## src/rtl/fraction_reducer.sv

```systemverilog
// Reduces a/b by their gcd using two parallel restoring dividers that share one divisor.
// Fast path for g = 0 (error) and g = 1 (coprime); valid/ready handshake on both sides.
module fraction_reducer #(
  parameter int unsigned WIDTH = 8
) (
  input  logic             clk,
  input  logic             reset,
  input  logic             in_valid,
  output logic             in_ready,
  input  logic [WIDTH-1:0] num_in,
  input  logic [WIDTH-1:0] den_in,
  input  logic [WIDTH-1:0] gcd_in,
  output logic             out_valid,
  input  logic             out_ready,
  output logic [WIDTH-1:0] num_out,
  output logic [WIDTH-1:0] den_out,
  output logic             div_err,
  output logic             coprime,
  output logic             busy
);

  localparam int unsigned CntW = (WIDTH > 1) ? $clog2(WIDTH) : 1;
  localparam logic [CntW-1:0] LastCnt = CntW'(WIDTH - 1);

  typedef enum logic [1:0] {StIdle, StDiv, StDone} state_e;

  state_e           state_q;
  logic [WIDTH-1:0] g_q, qa_q, qb_q;
  logic [WIDTH:0]   ra_q, rb_q;
  logic [CntW-1:0]  cnt_q;

  logic [WIDTH-1:0] qa_d, qb_d;
  logic [WIDTH:0]   ra_d, rb_d;

  // One restoring step: shift the next dividend bit into the remainder, subtract if it fits.
  function automatic logic [2*WIDTH:0] div_step(input logic [WIDTH:0]   r,
                                                input logic [WIDTH-1:0] q,
                                                input logic [WIDTH-1:0] g);
    logic [WIDTH:0]   sh;
    logic [WIDTH-1:0] qn;
    logic             fits;
    sh    = {r[WIDTH-1:0], q[WIDTH-1]};
    fits  = (sh >= {1'b0, g});
    qn    = q << 1;
    qn[0] = fits;
    if (fits) sh = sh - {1'b0, g};
    return {sh, qn};
  endfunction

  always_comb begin
    {ra_d, qa_d} = div_step(ra_q, qa_q, g_q);
    {rb_d, qb_d} = div_step(rb_q, qb_q, g_q);
  end

  always_ff @(posedge clk or negedge reset) begin
    if (!reset) begin
      state_q <= StIdle;
      g_q     <= '0;
      qa_q    <= '0;
      qb_q    <= '0;
      ra_q    <= '0;
      rb_q    <= '0;
      cnt_q   <= '0;
      num_out <= '0;
      den_out <= '0;
      div_err <= 1'b0;
      coprime <= 1'b0;
    end else begin
      unique case (state_q)
        StIdle: begin
          if (in_valid) begin
            g_q <= gcd_in;
            if (gcd_in == '0) begin
              num_out <= num_in;
              den_out <= den_in;
              div_err <= 1'b1;
              coprime <= 1'b0;
              state_q <= StDone;
            end else if (gcd_in == WIDTH'(1)) begin
              num_out <= num_in;
              den_out <= den_in;
              div_err <= 1'b0;
              coprime <= 1'b1;
              state_q <= StDone;
            end else begin
              qa_q    <= num_in;
              qb_q    <= den_in;
              ra_q    <= '0;
              rb_q    <= '0;
              cnt_q   <= '0;
              state_q <= StDiv;
            end
          end
        end
        StDiv: begin
          qa_q  <= qa_d;
          qb_q  <= qb_d;
          ra_q  <= ra_d;
          rb_q  <= rb_d;
          cnt_q <= cnt_q + CntW'(1);
          if (cnt_q == LastCnt) begin
            num_out <= qa_d;
            den_out <= qb_d;
            div_err <= (ra_d != '0) || (rb_d != '0);
            coprime <= 1'b0;
            state_q <= StDone;
          end
        end
        StDone: begin
          if (out_ready) state_q <= StIdle;
        end
        default: state_q <= StIdle;
      endcase
    end
  end

  // Gate with reset so upstream never sees ready while the block is held in reset.
  assign in_ready  = reset && (state_q == StIdle);
  assign busy      = (state_q == StDiv);
  assign out_valid = (state_q == StDone);

endmodule

```

## config.mk

```make
export PLATFORM = sky130hd
export DESIGN_NAME = fraction_reducer
export DESIGN_NICKNAME = d
export VERILOG_FILES = /design/src/rtl/fraction_reducer.sv
export SDC_FILE = /design/constraint.sdc
export NUM_CORES = 1
export LEC_CHECK = 0
export BUFFER_PORTS_ARGS = -buffer_cell sky130_fd_sc_hd__buf_4
export CAP_MARGIN = 20
export CELL_PAD_IN_SITES_DETAIL_PLACEMENT = 1
export CELL_PAD_IN_SITES_GLOBAL_PLACEMENT = 2
export CORE_MARGIN = 10
export CORE_UTILIZATION = 40
export CTS_BUF_LIST = sky130_fd_sc_hd__clkbuf_4 sky130_fd_sc_hd__clkbuf_8
export CTS_CLUSTER_DIAMETER = 100
export DETAILED_ROUTE_END_ITERATION = 16
export PLACE_DENSITY_LB_ADDON = 0.1
export SYNTH_ARGS = -nofsm -noshare
export SYNTH_HDL_FRONTEND = slang
export SYNTH_SLANG_ARGS = --single-unit
```

## constraint.sdc

```tcl
create_clock -name clk -period 5.54 [get_ports clk]
set_input_delay 1.108 -clock clk [delete_from_list [all_inputs] [get_ports clk]]
set_output_delay 1.108 -clock clk [all_outputs]
set_load 0.01 [all_outputs]
```

==> results.ini <==
[synth]
synth_cell_types = 46
synth-seq-cells = 63
synth_top_cell_area_share_pct = 44.7
yosysSeqAreaShare_pct = 44.7
async_flop_share_pct = 100
synth_area_leaders = dfrtp_1 (45%), mux2i_1 (8.0%), ha_1 (6.4%), o21ai_0 (5.3%), nand2_1 (5.2%)
ys_top_cells_by_count = dfrtp_1 (63), nand2_1 (49), o21ai_0 (37)
avgSynthCellArea_sq_um = 9.42
yosysWarnings = 0
syn-num-nets = 422
synth_flop_cell = dfrtp_1
netlist_area_sq_mm = 0.00352
syn_inst = 374
synth_edf_count = 0
synth.most_common_cell = dfrtp_1
yosys.area.top_type = dfrtp_1

[timing]
final-max-slew-violation-count = 0
clock-skew-final_ps = 10.6
fmax_ghz = 0.303
setup_viol = 0
maxSlewHeadroom_pct = 39.4
tightest_slew_ps = 910
finalSetupTns_ps = 0
rsz0062_at_grt = no
fin_crit_sh_pct = 59.6
finalHoldViolations = 0
hold_ws_ps = 484
period_minus_slack_ps = 3300
layout_setup_ws_ps = 2240

[worst_hold_path]
hold_path.class = reg -> reg
whs_endpoint = cnt_q[0]$_DFFE_PN0P_
min_path_cells = 1
hp-start = cnt_q[0]$_DFFE_PN0P_

[clock_network]
cts_buffer_depth = 2
path_clk_slew_ps = 60
cts_root_buffer = clkbuf_8
cts_tree = yes
htreeDepth = 3
post_cts_resized = 0
post-cts-setup-buffer-count = 0
clock_sink_count = 63
insertion_delay_ps = 330
cts_hold_buf = 0
numCtsBuffers = 9

[placed_design]
dpl.cell_count = 517
dp_hpwl_mm = 6.94
placed_cell_area_sq_mm = 0.00398
gp_congestion = 0.753
pre_cts_ws_ps = 2120
io_buffers = 48

[routing]
viasPerCell = 5.34
drtIter0Drc = 61
wire_per_inst_um = 17.8
drcViolationCount = 0
ant_nets = 0
firstDrtPassIters = 4
finalWirelength_mm = 9.45
num_vias = 2840

[critical_path]
path_depth = 3
critPathKind = in -> out
path_delay_family = buffers and inverters
worst-path-max-fanout = 64
crit_top_cell = buf_4
path_cells = buf_4 -> nor3b_1 -> buf_4
crit_slowest_cell = buf_4
critPathLaunchType = primary input
r2r-start = g_q[1]$_DFFE_PN0P_
regToRegSetupSlack_ps = 2410
worstRegToRegCells = 10
cp.arrival_ps = 2190
cpPeakStageDelay_ps = 610
end_kind = output pin
path_buf_inv = 2
reg2reg_to = div_err$_DFFE_PN0P_
cp_data_required_time_ps = 4430

[pwr]
netSwitchingFraction_pct = 44.9
seq_power_share_pct = 27.4
p_comb_share_pct = 59.9
total_power_mw = 3.25
p_clk_share_pct = 12.7
internal_power_mw = 1.79
power.leakage_nw = 1.96
p_switching_mw = 1.46
ir_worst_vdd_mv = 0.264
p_per_area_mw_per_mm2 = 779

[layout]
fin_area_sq_mm = 0.00418
fillCellCount = 998
regArea_sq_mm = 0.00158
area_growth_pct = 18.5
drive_above_1_share_pct = 18.6
num_antenna_cells = 0
fin_nets = 468
fin_util_pct = 48.4
layoutNonFillerInstCount = 532
multi_input_area_sq_mm = 0.00181

[run_status]
status = completed

[global_route]
grt_usage_pct = 15.0
grt_start_max_net_pins = 65
gr-total-overflow = 0
antenna_found_initial = 0
grt_pass1_vias = 3096
grt_pass1_wl_mm = 15.8

[floorplan]
chipWidth_um = 114
fp.dieArea_sq_mm = 0.0130
pin_count = 49
rows = 34
die_h_um = 114
coreArea_sq_mm = 0.00864
start_util_pct = 40.8

[run]
maxCapViolCount = 0

[layer usage]
metal	vias up	track usage, %	wire length, um
met5	-	0	0
met4	0	4.68	104
met3	6	3.57	398
met2	45	24.0	4390
met1	1389	19.5	4560
li1	1400	-	-
[how the worst max path moves through the flow]
stage / start / to
2_1_floorplan: reset / in_ready
3_3_place_gp: gcd_in[6] / num_out[0]$_DFFE_PN0P_
3_5_place_dp: gcd_in[6] / num_out[0]$_DFFE_PN0P_
4_1_cts: reset / in_ready
5_1_grt: reset / in_ready
6_report: reset / in_ready
[sequential cells by signal, summed over array words and instances (netlist names)]
| name | flops |
|---|---|
| num_out | 8 |
| state_q | 2 |
| qa_q | 8 |
| cnt_q | 3 |
| coprime | 1 |
| div_err | 1 |
| den_out | 8 |
| ra_q | 8 |
| rb_q | 8 |
| g_q | 8 |
| qb_q | 8 |
[layout make-up]
cell class                      count  share of cell area, %
Clock buffer                       12                   3.80
Multi-Input combinational cell    277                   43.3
Sequential cell                    63                   37.7
Inverter                           17                   1.53
Timing Repair Buffer               52                   9.35
Clock inverter                      3                   1.02
Tap cell                          108                   3.24
[power by group through the flow]
stage                     logic (mW)  registers [mW]  clock network (mW)
after floorplan                 1.43           0.866                   0
after detailed placement        1.96           0.900                   0
after CTS                       1.97           0.896               0.425
after global routing            2.21           0.925               0.446
after global placement          1.90           0.891                   0
final                           1.95           0.891               0.414
[kinds of logic after synthesis]
| group | after synthesis | synth area share (%) |
|---|---|---|
| compound gates | 106 | 18.4 |
| xor+xnor | 6 | 1.49 |
| fa+ha+maj | 20 | 7.53 |
| buf+inv | 34 | 4.01 |
| flops | 63 | 44.7 |
| mux | 31 | 8.91 |
| simple gates | 114 | 14.9 |
[cell usage in the layout, fill, tap and decap left out, types with 4 or more instances in the layout]
master	n
o21a_1	8
nor2_1	35
mux2i_1	28
clkbuf_8	11
dfrtp_1	63
nand2_1	49
a21oi_2	4
nor3_1	6
o21ai_0	36
inv_1	17
a21oi_1	22
xnor2_1	4
a21o_1	6
a22o_1	4
buf_4	52
ha_1	18
o21ai_1	10
Note: power is estimated with default switching activity, not from simulation.
